==> config.mk <==
export PLATFORM = sky130hd
export DESIGN_NAME = qspi_xip_sequencer
export DESIGN_NICKNAME = d
export VERILOG_FILES = /design/src/rtl/qspi_xip_sequencer.sv
export SDC_FILE = /design/constraint.sdc
export NUM_CORES = 1
export LEC_CHECK = 0
export ABC_CLOCK_PERIOD_IN_PS = 2270
export BUFFER_PORTS_ARGS = -buffer_cell sky130_fd_sc_hd__buf_2
export CAP_MARGIN = 20
export CORE_MARGIN = 5
export CORE_UTILIZATION = 36
export DETAILED_ROUTE_END_ITERATION = 10
export PLACE_DENSITY_LB_ADDON = 0.3
export REMOVE_ABC_BUFFERS = 1
export SYNTH_ARGS = -nofsm -noshare
export SYNTH_HDL_FRONTEND = slang
export SYNTH_SLANG_ARGS = --single-unit
export TNS_END_PERCENT = 10
==> constraint.sdc <==
create_clock -name clk_i -period 2.27 [get_ports clk_i]
set_input_delay 0.227 -clock clk_i [delete_from_list [all_inputs] [get_ports clk_i]]
set_output_delay 0.227 -clock clk_i [all_outputs]
set_load 0.005 [all_outputs]
==> src/rtl/qspi_xip_sequencer.sv <==
// Execute-in-place read sequencer: arbitrates fetch/load reads, fills a one-line buffer
// through the QSPI master's register port and serves later hits from that buffer.
module qspi_xip_sequencer #(
    parameter int unsigned LINE_WORDS = 8,
    parameter logic [7:0]  READ_CMD   = 8'hEB,
    parameter logic [16:0] CCR_CFG    = 17'h00000,
    parameter logic [5:0]  CLK_DIV    = 6'd2,
    parameter logic [15:0] TIMEOUT    = 16'd4096
) (
    input  logic        clk_i,
    input  logic        rst_i,
    input  logic        if_req_i,
    input  logic [31:0] if_addr_i,
    output logic        if_gnt_o,
    output logic        if_rvalid_o,
    output logic [31:0] if_rdata_o,
    output logic        if_err_o,
    input  logic        ld_req_i,
    input  logic [31:0] ld_addr_i,
    output logic        ld_gnt_o,
    output logic        ld_rvalid_o,
    output logic [31:0] ld_rdata_o,
    output logic        ld_err_o,
    input  logic        inv_i,
    output logic        qspi_write_o,
    output logic [3:0]  qspi_be_o,
    output logic [5:0]  qspi_addr_o,
    output logic [31:0] qspi_wdata_o,
    input  logic [31:0] qspi_rdata_i,
    output logic        busy_o
);
    localparam int unsigned LINE_BYTES = LINE_WORDS * 4;
    localparam int unsigned IDX_W      = (LINE_WORDS > 1) ? $clog2(LINE_WORDS) : 1;
    localparam logic [31:0] OFF_MASK   = 32'(LINE_BYTES - 1);
    localparam logic [29:0] IDX_MASK   = 30'(LINE_WORDS - 1);
    localparam logic [3:0]  LAST_K     = 4'(LINE_WORDS - 1);

    localparam logic [2:0] S_IDLE  = 3'd0;
    localparam logic [2:0] S_WADR  = 3'd1;
    localparam logic [2:0] S_WCCR  = 3'd2;
    localparam logic [2:0] S_POLL  = 3'd3;
    localparam logic [2:0] S_RDDR  = 3'd4;
    localparam logic [2:0] S_RESP  = 3'd5;
    localparam logic [2:0] S_ABORT = 3'd6;

    logic [2:0]  r_state;
    logic        r_valid;
    logic        r_stale;
    logic        r_fill;
    logic        r_sel_ld;
    logic        r_last_ld;
    logic        r_started;
    logic [31:0] r_tag;
    logic [31:0] r_addr;
    logic [15:0] r_tout;
    logic [3:0]  r_k;
    logic [31:0] r_buf [LINE_WORDS];

    logic             w_pick_ld;
    logic             w_any_req;
    logic             w_hit;
    logic [31:0]      w_req_addr;
    logic [IDX_W-1:0] w_word_sel;
    logic [31:0]      w_resp_data;
    logic             w_sta_busy;
    logic             w_sta_done;
    logic             w_resp;
    logic             w_abort;

    // Round-robin: load wins a tie unless it was the last port granted.
    assign w_any_req   = if_req_i | ld_req_i;
    assign w_pick_ld   = ld_req_i & (~if_req_i | ~r_last_ld);
    assign w_req_addr  = w_pick_ld ? ld_addr_i : if_addr_i;
    assign w_hit       = r_valid & ~inv_i & ((w_req_addr & ~OFF_MASK) == r_tag);
    assign w_word_sel  = IDX_W'(r_addr[31:2] & IDX_MASK);
    assign w_resp_data = r_buf[w_word_sel];
    assign w_sta_busy  = qspi_rdata_i[1];
    assign w_sta_done  = qspi_rdata_i[0] & ~qspi_rdata_i[1];

    always_ff @(posedge clk_i) begin
        if (rst_i) begin
            r_state   <= S_IDLE;
            r_valid   <= 1'b0;
            r_stale   <= 1'b0;
            r_fill    <= 1'b0;
            r_sel_ld  <= 1'b0;
            r_last_ld <= 1'b0;
            r_started <= 1'b0;
            r_tag     <= '0;
            r_addr    <= '0;
            r_tout    <= '0;
            r_k       <= '0;
        end else begin
            case (r_state)
                S_IDLE: begin
                    if (w_any_req) begin
                        r_sel_ld  <= w_pick_ld;
                        r_last_ld <= w_pick_ld;
                        r_addr    <= w_req_addr;
                        if (w_hit) begin
                            r_fill  <= 1'b0;
                            r_state <= S_RESP;
                        end else begin
                            // The buffer is about to be overwritten, so it stops being valid now.
                            r_fill  <= 1'b1;
                            r_valid <= 1'b0;
                            r_stale <= 1'b0;
                            r_state <= S_WADR;
                        end
                    end else if (inv_i) begin
                        r_valid <= 1'b0;
                    end
                end
                S_WADR: r_state <= S_WCCR;
                S_WCCR: begin
                    r_tout    <= '0;
                    r_started <= 1'b0;
                    r_state   <= S_POLL;
                end
                S_POLL: begin
                    if (r_started && w_sta_done) begin
                        r_k     <= '0;
                        r_state <= S_RDDR;
                    end else if (r_tout == TIMEOUT - 16'd1) begin
                        r_state <= S_ABORT;
                    end else begin
                        r_tout <= r_tout + 16'd1;
                        if (w_sta_busy) r_started <= 1'b1;
                    end
                end
                S_RDDR: begin
                    if (r_k == LAST_K) r_state <= S_RESP;
                    else               r_k     <= r_k + 4'd1;
                end
                S_RESP: begin
                    if (r_fill) begin
                        r_tag   <= r_addr & ~OFF_MASK;
                        r_valid <= ~(r_stale | inv_i);
                    end else if (inv_i) begin
                        r_valid <= 1'b0;
                    end
                    r_state <= S_IDLE;
                end
                S_ABORT: r_state <= S_IDLE;
                default: r_state <= S_IDLE;
            endcase
            if (inv_i && r_state inside {S_WADR, S_WCCR, S_POLL, S_RDDR}) r_stale <= 1'b1;
        end
    end

    always_ff @(posedge clk_i) begin
        if (r_state == S_RDDR) r_buf[IDX_W'(r_k)] <= qspi_rdata_i;
    end

    always_comb begin
        qspi_write_o = 1'b0;
        qspi_be_o    = 4'h0;
        qspi_addr_o  = 6'h00;
        qspi_wdata_o = 32'h0;
        case (r_state)
            S_WADR: begin
                qspi_write_o = 1'b1;
                qspi_be_o    = 4'hF;
                qspi_addr_o  = 6'h04;
                qspi_wdata_o = r_addr & ~OFF_MASK;
            end
            S_WCCR: begin
                qspi_write_o = 1'b1;
                qspi_be_o    = 4'hF;
                qspi_wdata_o = {1'b0, CLK_DIV, CCR_CFG, READ_CMD};
            end
            S_POLL: begin
                qspi_be_o   = 4'h1;
                qspi_addr_o = 6'h28;
            end
            S_RDDR: begin
                qspi_be_o   = 4'hF;
                qspi_addr_o = 6'h08 + {r_k, 2'b00};
            end
            S_ABORT: begin
                qspi_write_o = 1'b1;
                qspi_be_o    = 4'hF;
                qspi_wdata_o = 32'h8000_0000;
            end
            default: ;
        endcase
    end

    assign w_resp  = (r_state == S_RESP);
    assign w_abort = (r_state == S_ABORT);

    assign if_gnt_o    = (r_state == S_IDLE) & if_req_i & ~w_pick_ld;
    assign ld_gnt_o    = (r_state == S_IDLE) & w_pick_ld;
    assign if_rvalid_o = (w_resp | w_abort) & ~r_sel_ld;
    assign ld_rvalid_o = (w_resp | w_abort) & r_sel_ld;
    assign if_err_o    = w_abort & ~r_sel_ld;
    assign ld_err_o    = w_abort & r_sel_ld;
    assign if_rdata_o  = (w_resp & ~r_sel_ld) ? w_resp_data : 32'h0;
    assign ld_rdata_o  = (w_resp & r_sel_ld) ? w_resp_data : 32'h0;
    assign busy_o      = (r_state != S_IDLE);

endmodule
Word level (Yosys, flattened, before mapping)

Memories as Yosys holds them, arrays and structs flattened. A register that Yosys moved wholly into a read port is not among the register bits.
Index checks and enable logic that the tools add are counted.

Word-level logic and storage cells: 112
Memories: 1
Output and inout port bits: 114
Register bits: 87
Bits of input ports: 101
Memory bits (writable): 256

Add/subtract/negate cells: 3
Bitwise gates (word level): 23
Reductions and logical operators: 20
Equality and inequality tests: 19
Muxes and demuxes: 36

Memory list:

| name  | words | bits a word | rd ports | clocked after Yosys merged registers in | wr ports | RTL line | RTL |
|---|---|---|---|---|---|---|---|
| r_buf | 8     | 32          | 1        | 1                                       | 1        | 57       | `logic [31:0] r_buf [LINE_WORDS];` |

Operators with widths:

| operator                                                                 | count |
|---|---|
| 32-bit two-way mux                                                       | 3 |
| 32-bit case mux with 3 select lines                                      | 1 |
| 16-bit two-way mux                                                       | 2 |
| 16-bit case mux with 2 select lines                                      | 1 |
| 27-bit equality test                                                     | 1 |
| 3-bit two-way mux                                                        | 7 |
| 6-bit case mux with 3 select lines                                       | 1 |
| 16-bit by 1-bit adder with 16-bit output (second input constant)         | 1 |
| 16-bit by 12-bit equality test with 1-bit output (second input constant) | 1 |
| 4-bit case mux with 2 select lines                                       | 2 |
| 3-bit case mux with 5 select lines                                       | 1 |
| 1-bit two-way mux                                                        | 14 |
| 2-bit != test (second input constant)                                    | 7 |
| 1-bit bitwise AND                                                        | 13 |
| 3-bit AND reduction                                                      | 4 |
| 2-bit nonzero test                                                       | 5 |
| 3-bit equality test (second input constant)                              | 3 |
| 4-bit two-way mux                                                        | 2 |
| 4-bit by 6-bit adder with 6-bit output (first input constant)            | 1 |
| 3-bit by 2-bit equality test with 1-bit output (second input constant)   | 2 |
| 3-bit != test (second input constant)                                    | 2 |
| 1-bit inverter                                                           | 6 |
| 2-bit AND reduction                                                      | 3 |
| 4-bit by 1-bit adder with 4-bit output (second input constant)           | 1 |
| 12 further kinds                                                         | 17 |

Depth between registers and ports, before layout

Gate-level depths: netlist (run 1).

Word-level depth: 10
Gate-level depth with buffers: 9
Depth with buffers taken out: 8

Worst setup path before layout (run 1)

No wires, ideal clock.

Path type: register to register
Start: register r_state[0]
End: memory r_buf[1][0], enable pin
Path buffers: 1
Cell stages (with the launch flop): 4
Path slack: -0.025 ns
Setup time: 0.392 ns
Data arrival time: 1.903 ns
Required time: 1.878 ns
Clock period less this slack: 2.295 ns
Path through: dfxtp_1 -> clkbuf_1 -> nor3b_1 -> and3_1

Longest elaborated chain between the ends: 3

RTL lines:

| element                                 | RTL line | RTL |
|---|---|---|
| start: declaration                      | 46       | `logic [2:0] r_state;` |
| start signal: assignment                | 82       | `r_state <= S_IDLE;` |
| start signal: assignment                | 102      | `r_state <= S_RESP;` |
| start signal: assignment                | 108      | `r_state <= S_WADR;` |
| 3-bit equality test                     | 152      | `if (r_state == S_RDDR) r_buf[IDX_W'(r_k)] <= qspi_rdata_i;` |
| 1-bit two-way mux                       | 152      |  |
| 1-bit two-way mux (not written as such) | 152      |  |
| end: declaration                        | 57       |  |

No other way between the ends.

==> results.tsv, run 1 <==
stage	metric	value	unit
run_status	outcome	complete, but fails checks	
run_status	failing checks	setup timing	
yosys	Synth Cell Area	14670	sq um
sta	period utilization	106.6	%
clock_tree	H-tree depth	2	
die	Initial Utilization	36.17	%
cells_and_area	# nets final	1494	
die	floorplan core area	40550	sq um
die	die footprint	44880	sq um
sta	relative max-transition margin	57.61	%
placed_design	Setup WS pre-CTS	-0.1382	ns
clock_tree	CTS buffer count	38	
power	Comb pwr share	16.2	%
critical_path	CP Max Fanout	7	
detailed_routing	metal3 WL	1954	um
sta	Hold Vio Cnt, Final	0	
die	I/O pins	215	
yosys	ys flop type	edfxtp_1	
clock_tree	clock sink total	344	
detailed_routing	via density per instance	5.007	
yosys	largest cells by area after synthesis	edfxtp_1 52%, dfxtp_1 12%, mux4_2 9.8%, mux2i_1 3.4%, nor2_1 3.4%	
critical_path	crit path to	ld_rdata_o[16]	
clock_tree	clk_lat worst skew	0.56	ns
cells_and_area	synth-to-layout area growth	29.79	%
worst_hold_path	worst hold path class	primary input to register	
power	clock share of power	37.2	%
detailed_routing	via count	9724	
detailed_routing	number of remaining DRC errors	0	
grt	first-pass GRT wire length	58310	um
detailed_routing	drt initial violations	606	
power	Seq pwr share	46.6	%
yosys	Yosys warnings	0	
power	Sw Ratio	24.85	%
critical_path	WP data arrival	2.19	ns
grt	initial antenna violation count	2	
grt	largest net degree at the start of global routing	33	
critical_path	delay-heaviest family, CP	multiplexers	
clock_tree	clock tree from TritonCTS	built	
critical_path	Worst path max stage delay	0.53	ns
sta	Fin Clk Skew	0.02524	ns
detailed_routing	max layer used	met5	
yosys	Mapped Cells	1061	
sta	final setup fails	65	
placed_design	port bufs	206	
clock_tree	Clock Pin Slew Worst Setup and Hold Paths	0.06	ns
critical_path	worst-path cell chain	buf_12 > clkbuf_16 > mux4_2 > mux2i_4 > nor2_1 > buf_2	
detailed_routing	router iterations before antenna repair	5	
power	Cell Pwr Density	791.2	nW/um^2
die	# rows	74	
power	leakage power total	6.957	nW
clock_tree	worst-case clock buffer depth	3	
detailed_routing	WL/cell	19.55	um
sta	Setup TNS	-6.541	ns
critical_path	CP bufs+invs	3	
sta	fmax	0.4131	GHz
critical_path	worst r2r src	r_last_ld	
sta	min Tclk post-route	2.421	ns
cells_and_area	final core occ	46.94	%
grt	Total GRT Usage	16.75	%
placed_design	Final GP Congestion	0.8941	
critical_path	CP Launch Type	register	
detailed_routing	Routed WL	37970	um
grt	remaining global-route overflow	0	
critical_path	capturing point of the worst reg2reg path	r_stale	
cells_and_area	highest-count cells in the layout ignoring fill and taps	256 x edfxtp_1, 206 x buf_2, 129 x nor2_1	
sta	measured slew at the worst slew-check pin	0.6291	ns
yosys	largest area contributor in the netlist	edfxtp_1	
die	die width	211.9	um
detailed_routing	met1 WL	16500	um
grt	vias in the first global route	10197	
yosys	#FFs+latches synth	344	
cells_and_area	n_diodes	0	
yosys	Synth cell types	66	
critical_path	Worst path slowest cell	mux4_2	
power	Pwr Total	15.06	mW
sta	Slew Viols, Final	0	
flow_run	max cap viols	0	
yosys	Post-synth EDFFs	256	
sta	worst setup margin	-0.1507	ns
die	Die Y	211.9	um
critical_path	R2R setup slack	-0.01	ns
clock_tree	root buffer cell	clkbuf_16	
critical_path	Worst Setup End Kind	output port	
cells_and_area	share of layout cells above drive strength 1	33.55	%
critical_path	Reg2Reg Depth	8	
sta	RSZ-0062 raised after global routing	true	
critical_path	WP data required	2.04	ns
power	switching power	3.743	mW
yosys	Async SR Flop Fraction	0	%
cells_and_area	commonest non-fill, non-tap cell in the layout	edfxtp_1	
cells_and_area	fill count	3654	
placed_design	post-DP HPWL	24020	um
critical_path	Setup CP Type	register to output port	
yosys	Synth top area share	52.41	%
power	Power Internal	11.32	mW
detailed_routing	Final ANT Viol Nets	0	
detailed_routing	met2 routed WL	18920	um
critical_path	Stages on worst setup path	6	
power	Max VDD drop	448.1	uV
yosys	Mapped Avg Cell Area	13.82	sq um
yosys	sequential fraction of the synthesis area	64.42	%
## cells in the mapped netlist (all sizes together) (3+ instances only)
| cell type | n |
|---|---|
| nor2b | 6 |
| a311oi | 12 |
| edfxtp | 256 |
| a22o | 3 |
| mux4 | 64 |
| nand4 | 4 |
| buf | 24 |
| a2111oi | 5 |
| and3 | 9 |
| nor3 | 13 |
| mux2i | 50 |
| nor2 | 131 |
| or3 | 9 |
| ha | 6 |
| a211oi | 22 |
| a21o | 6 |
| or2 | 4 |
| inv | 29 |
| dfxtp | 88 |
| nand2 | 103 |
| o211ai | 4 |
| a21oi | 41 |
| xnor2 | 16 |
| o21ai | 16 |
| clkbuf | 44 |
| o2111ai | 5 |
| and2 | 29 |
| nand3 | 7 |
| o221ai | 3 |
| nor3b | 3 |
| nor4 | 6 |
| xor2 | 11 |
## power by group through the flow
stage	logic, mW	clock network [mW]	registers (mW)
finish	2.44	5.60	7.02
global placement	2.02	0	7.16
floorplan	1.07	0	7.26
detailed placement	2.05	0	7.16
global route	2.64	6.03	7.03
CTS	2.33	5.77	7.02
## stage by stage
step | hold slack, ns | instances | instance area, sq um
after CTS | 0.003029 | 1936 | 18790
after global routing | 0.04236 | 1942 | 19040
after detailed placement | 0.4528 | 1815 | 16900
after global placement | 0.4509 | 1815 | 16900
final | 0.03470 | 1942 | 19040
after floorplan | 0.2916 | 996 | 14370
## final cells by class
cell class,instances,area [sq um],area share [%]
clock buffers,52,1023,5.376
clock inverters,11,101.3,0.5324
inverters,29,108.9,0.5718
multi-input cells,623,5087,26.72
flip-flops and latches,344,9462,49.70
well taps,532,665.6,3.497
repair buffers,351,2589,13.60
## cell families after synthesis
family / after synthesis / synth area share [%]
buffers and inverters: 97 / 2.875
AO/OA/AOI/OAI: 139 / 6.876
flip-flops: 344 / 64.42
multiplexers: 114 / 13.24
other: 1 / 0.02557
XOR/XNOR: 27 / 1.612
adder cells (fa/ha/maj): 6 / 0.5118
AND/OR/NAND/NOR: 333 / 10.44
## flip-flops by register name, summed over array words and instances (netlist names), named ones only
register	flops
r_k	4
r_addr	30
r_state	3
r_stale	1
r_fill	1
r_valid	1
r_tag	27
r_last_ld	1
r_tout	16
r_started	1
r_buf	256
## metal layers
metal  GRT usage (%)  vias up
met4           4.531        4
li1                -     4625
met3           2.993       42
met2           28.85      276
met5               0        -
met1           21.97     4777
## how the worst min path moves through the flow
stage / start / cells after the start / slack (ns) / end
global placement: r_tag[30] / 2 / 0.45 / r_tag[30]
detailed placement: r_tag[30] / 2 / 0.45 / r_tag[30]
finish: if_addr_i[30] / 3 / 0.03 / r_addr[30]
global route: if_addr_i[30] / 3 / 0.04 / r_addr[30]
floorplan: rst_i / 1 / 0.29 / r_stale
CTS: if_addr_i[30] / 3 / 0.003 / r_addr[30]
## worst min-delay path: stages
cell	delay [ns]
buf_2	0.16
nand2_1	0.07
a311oi_1	0.08
## timing repair
item / in CTS / in global routing
pin swaps: 3 / 8
resized for setup: 39 / 30
cloned: 0 / 3
setup endpoints to repair: 73 / 78
hold endpoints to repair: 271 / 0
hold buffers: 55 / 0
buffers inserted: 3 / 3
Note: power is estimated with default switching activity, not from simulation.
==> inputs of run 2 (changes only) <==
--- a/config.mk
+++ b/config.mk
@@ -9,10 +9,11 @@
 export BUFFER_PORTS_ARGS = -buffer_cell sky130_fd_sc_hd__buf_2
 export CAP_MARGIN = 20
 export CORE_MARGIN = 5
-export CORE_UTILIZATION = 36
+export CORE_UTILIZATION = 52
 export DETAILED_ROUTE_END_ITERATION = 10
 export PLACE_DENSITY_LB_ADDON = 0.3
 export REMOVE_ABC_BUFFERS = 1
+export SETUP_SLACK_MARGIN = 0.3
 export SYNTH_ARGS = -nofsm -noshare
 export SYNTH_HDL_FRONTEND = slang
 export SYNTH_SLANG_ARGS = --single-unit
==> run 2 against run 1 <==
Against the previous run:
- the run still ends with setup timing left
- clock-buffer cell count down 8
- combinational power up 2%
- die area decreased by 29%
- routed wire length shrank 0.90%
- non-clock buffer count shrank 39
- power down 0.56%
- via count up 1.8%
- sequential power about the same
- sequential share of layout area grew 1.0 points
- clock skew is 0.013 ns lower
- critical path depth unchanged
- worst setup slack got worse by 0.040 ns
==> results.tsv, run 2 (synthesis gave the netlist of run 1 again) <==
stage	metric	value	unit
run_status	outcome	complete, but fails checks	
run_status	failing checks	setup timing	
sta	final setup fails	64	
grt	vias in the first global route	9971	
critical_path	WP data arrival	2.23	ns
cells_and_area	synth-to-layout area growth	27.26	%
grt	remaining global-route overflow	0	
sta	Hold Vio Cnt, Final	0	
die	die width	178.0	um
detailed_routing	drt initial violations	927	
grt	first-pass GRT wire length	56370	um
cells_and_area	# nets final	1452	
clock_tree	clk_lat worst skew	0.51	ns
power	Cell Pwr Density	802.4	nW/um^2
critical_path	Worst Setup End Kind	output port	
critical_path	delay-heaviest family, CP	multiplexers	
power	switching power	3.699	mW
power	Power Internal	11.28	mW
grt	initial antenna violation count	0	
cells_and_area	n_diodes	0	
critical_path	Setup CP Type	register to output port	
die	# rows	61	
grt	largest net degree at the start of global routing	65	
worst_hold_path	hold-critical path depth	3	
placed_design	Setup WS pre-CTS	-0.06222	ns
critical_path	Reg2Reg Depth	9	
clock_tree	root buffer cell	clkbuf_16	
clock_tree	clock tree from TritonCTS	built	
power	Sw Ratio	24.69	%
cells_and_area	commonest non-fill, non-tap cell in the layout	edfxtp_1	
grt	Total GRT Usage	23.17	%
detailed_routing	via density per instance	5.661	
detailed_routing	Routed WL	37630	um
worst_hold_path	HP Start	ld_addr_i[3]	
critical_path	Worst path max stage delay	0.52	ns
sta	period utilization	108.4	%
die	Initial Utilization	52.80	%
grt	met2 Use GR	39.96	%
clock_tree	H-tree depth	2	
power	leakage power total	6.828	nW
detailed_routing	router iterations before antenna repair	5	
cells_and_area	biggest regs	r_buf: 256 flops, r_addr: 30 flops, r_tag: 27 flops	
power	Max VDD drop	994.8	uV
power	Pwr Total	14.98	mW
cells_and_area	highest-count cells in the layout ignoring fill and taps	256 x edfxtp_1, 206 x buf_2, 127 x nor2_1	
sta	Setup TNS	-6.650	ns
cells_and_area	share of layout cells above drive strength 1	35.69	%
clock_tree	CTS buffer count	35	
placed_design	Final GP Congestion	0.9317	
power	clock share of power	36.7	%
critical_path	worst-path cell chain	buf_12 > buf_16 > mux4_2 > mux2i_2 > nor2_1 > buf_2	
placed_design	post-DP HPWL	22160	um
critical_path	CP bufs+invs	3	
sta	fmax	0.4064	GHz
power	Comb pwr share	16.6	%
flow_run	max cap viols	0	
grt	met3 GRT Util	3.920	%
power	Seq pwr share	46.7	%
critical_path	capturing point of the worst reg2reg path	r_stale	
critical_path	R2R setup slack	0.10	ns
clock_tree	Clock Pin Slew Worst Setup and Hold Paths	0.06	ns
critical_path	worst r2r src	r_last_ld	
sta	Slew Viols, Final	0	
die	die footprint	31670	sq um
detailed_routing	Final ANT Viol Nets	0	
critical_path	CP Launch Type	register	
sta	RSZ-0062 raised after global routing	true	
critical_path	WP data required	2.04	ns
grt	busiest layer in global routing	met2	
sta	min Tclk post-route	2.461	ns
sta	Min Hold Slack	0.007556	ns
clock_tree	worst-case clock buffer depth	3	
worst_hold_path	worst hold path class	primary input to register	
cells_and_area	max reg flops	256	
clock_tree	clock sink total	344	
cells_and_area	Top reg by flops	r_buf	
die	floorplan core area	27780	sq um
critical_path	CP Max Fanout	7	
sta	Fin Clk Skew	0.01194	ns
grt	met1 usage	30.98	%
placed_design	port bufs	206	
detailed_routing	number of remaining DRC errors	0	
sta	worst setup margin	-0.1909	ns
detailed_routing	WL/cell	21.53	um
detailed_routing	via count	9895	
die	Die Y	178.0	um
critical_path	Worst path slowest cell	mux4_2	
die	I/O pins	215	
==> run 2: worst max-delay path by stage <==
stage | end | depth (start not counted)
floorplan | if_rdata_o[0] | 3
global placement | r_stale | 9
detailed placement | r_stale | 9
CTS | if_rdata_o[21] | 6
global route | ld_rdata_o[22] | 6
finish | ld_rdata_o[22] | 6
==> run 2: metal layers <==
layer | vias to the layer above | part of all wire [%] | routed length [um]
met5 | - | 0 | 0
met4 | 0 | 1.9 | 716
met3 | 47 | 7.3 | 2735
met2 | 434 | 51 | 19030
met1 | 4869 | 40 | 15150
li1 | 4545 | - | -
==> run 2: timing repair <==
action / 4_1_cts / 5_1_grt
resized for setup: 72 / 34
endpoints found under the setup margin: 125 / 131
pin swaps: 37 / 36
hold buffers: 29 / 0
endpoints found under the hold margin: 179 / 0
cloned: 6 / 0
setup buffers: 3 / 0
==> run 2: final cells by class <==
type,instances,area [sq um]
flip-flops and latches,344,9465
fillers,1950,9115
multi-input cells,623,5224
repair buffers,312,2310
clock buffers,44,930.9
well taps,378,473.0
clock inverters,18,155.1
inverters,29,108.9
==> run 2: worst reg2reg max path: cells and delay by family (launching register included) <==
kind	cells	cell delay, ns
simple gates	3	0.75
flops	1	0.34
compound gates	3	0.55
mux	1	0.11
buf+inv	2	0.36
==> run 2: through the flow <==
| step | util (%) | std cells | area, sq um |
|---|---|---|---|
| after floorplan | - | 996 | 14370 |
| after global placement | 59.79 | 1648 | 16610 |
| after detailed placement | 59.79 | 1648 | 16610 |
| after CTS | 66.66 | 1748 | 18520 |
| after global routing | 67.19 | 1748 | 18670 |
| final | 67.19 | 1748 | 18670 |
==> run 2: power groups by stage <==
stage               clock network, mW  registers (mW)  logic, mW
floorplan                           0            7.26       1.07
global placement                    0            7.12       1.96
detailed placement                  0            7.12       2.00
CTS                              5.54            6.99       2.40
global route                     5.88            7.00       2.67
finish                           5.50            6.99       2.49
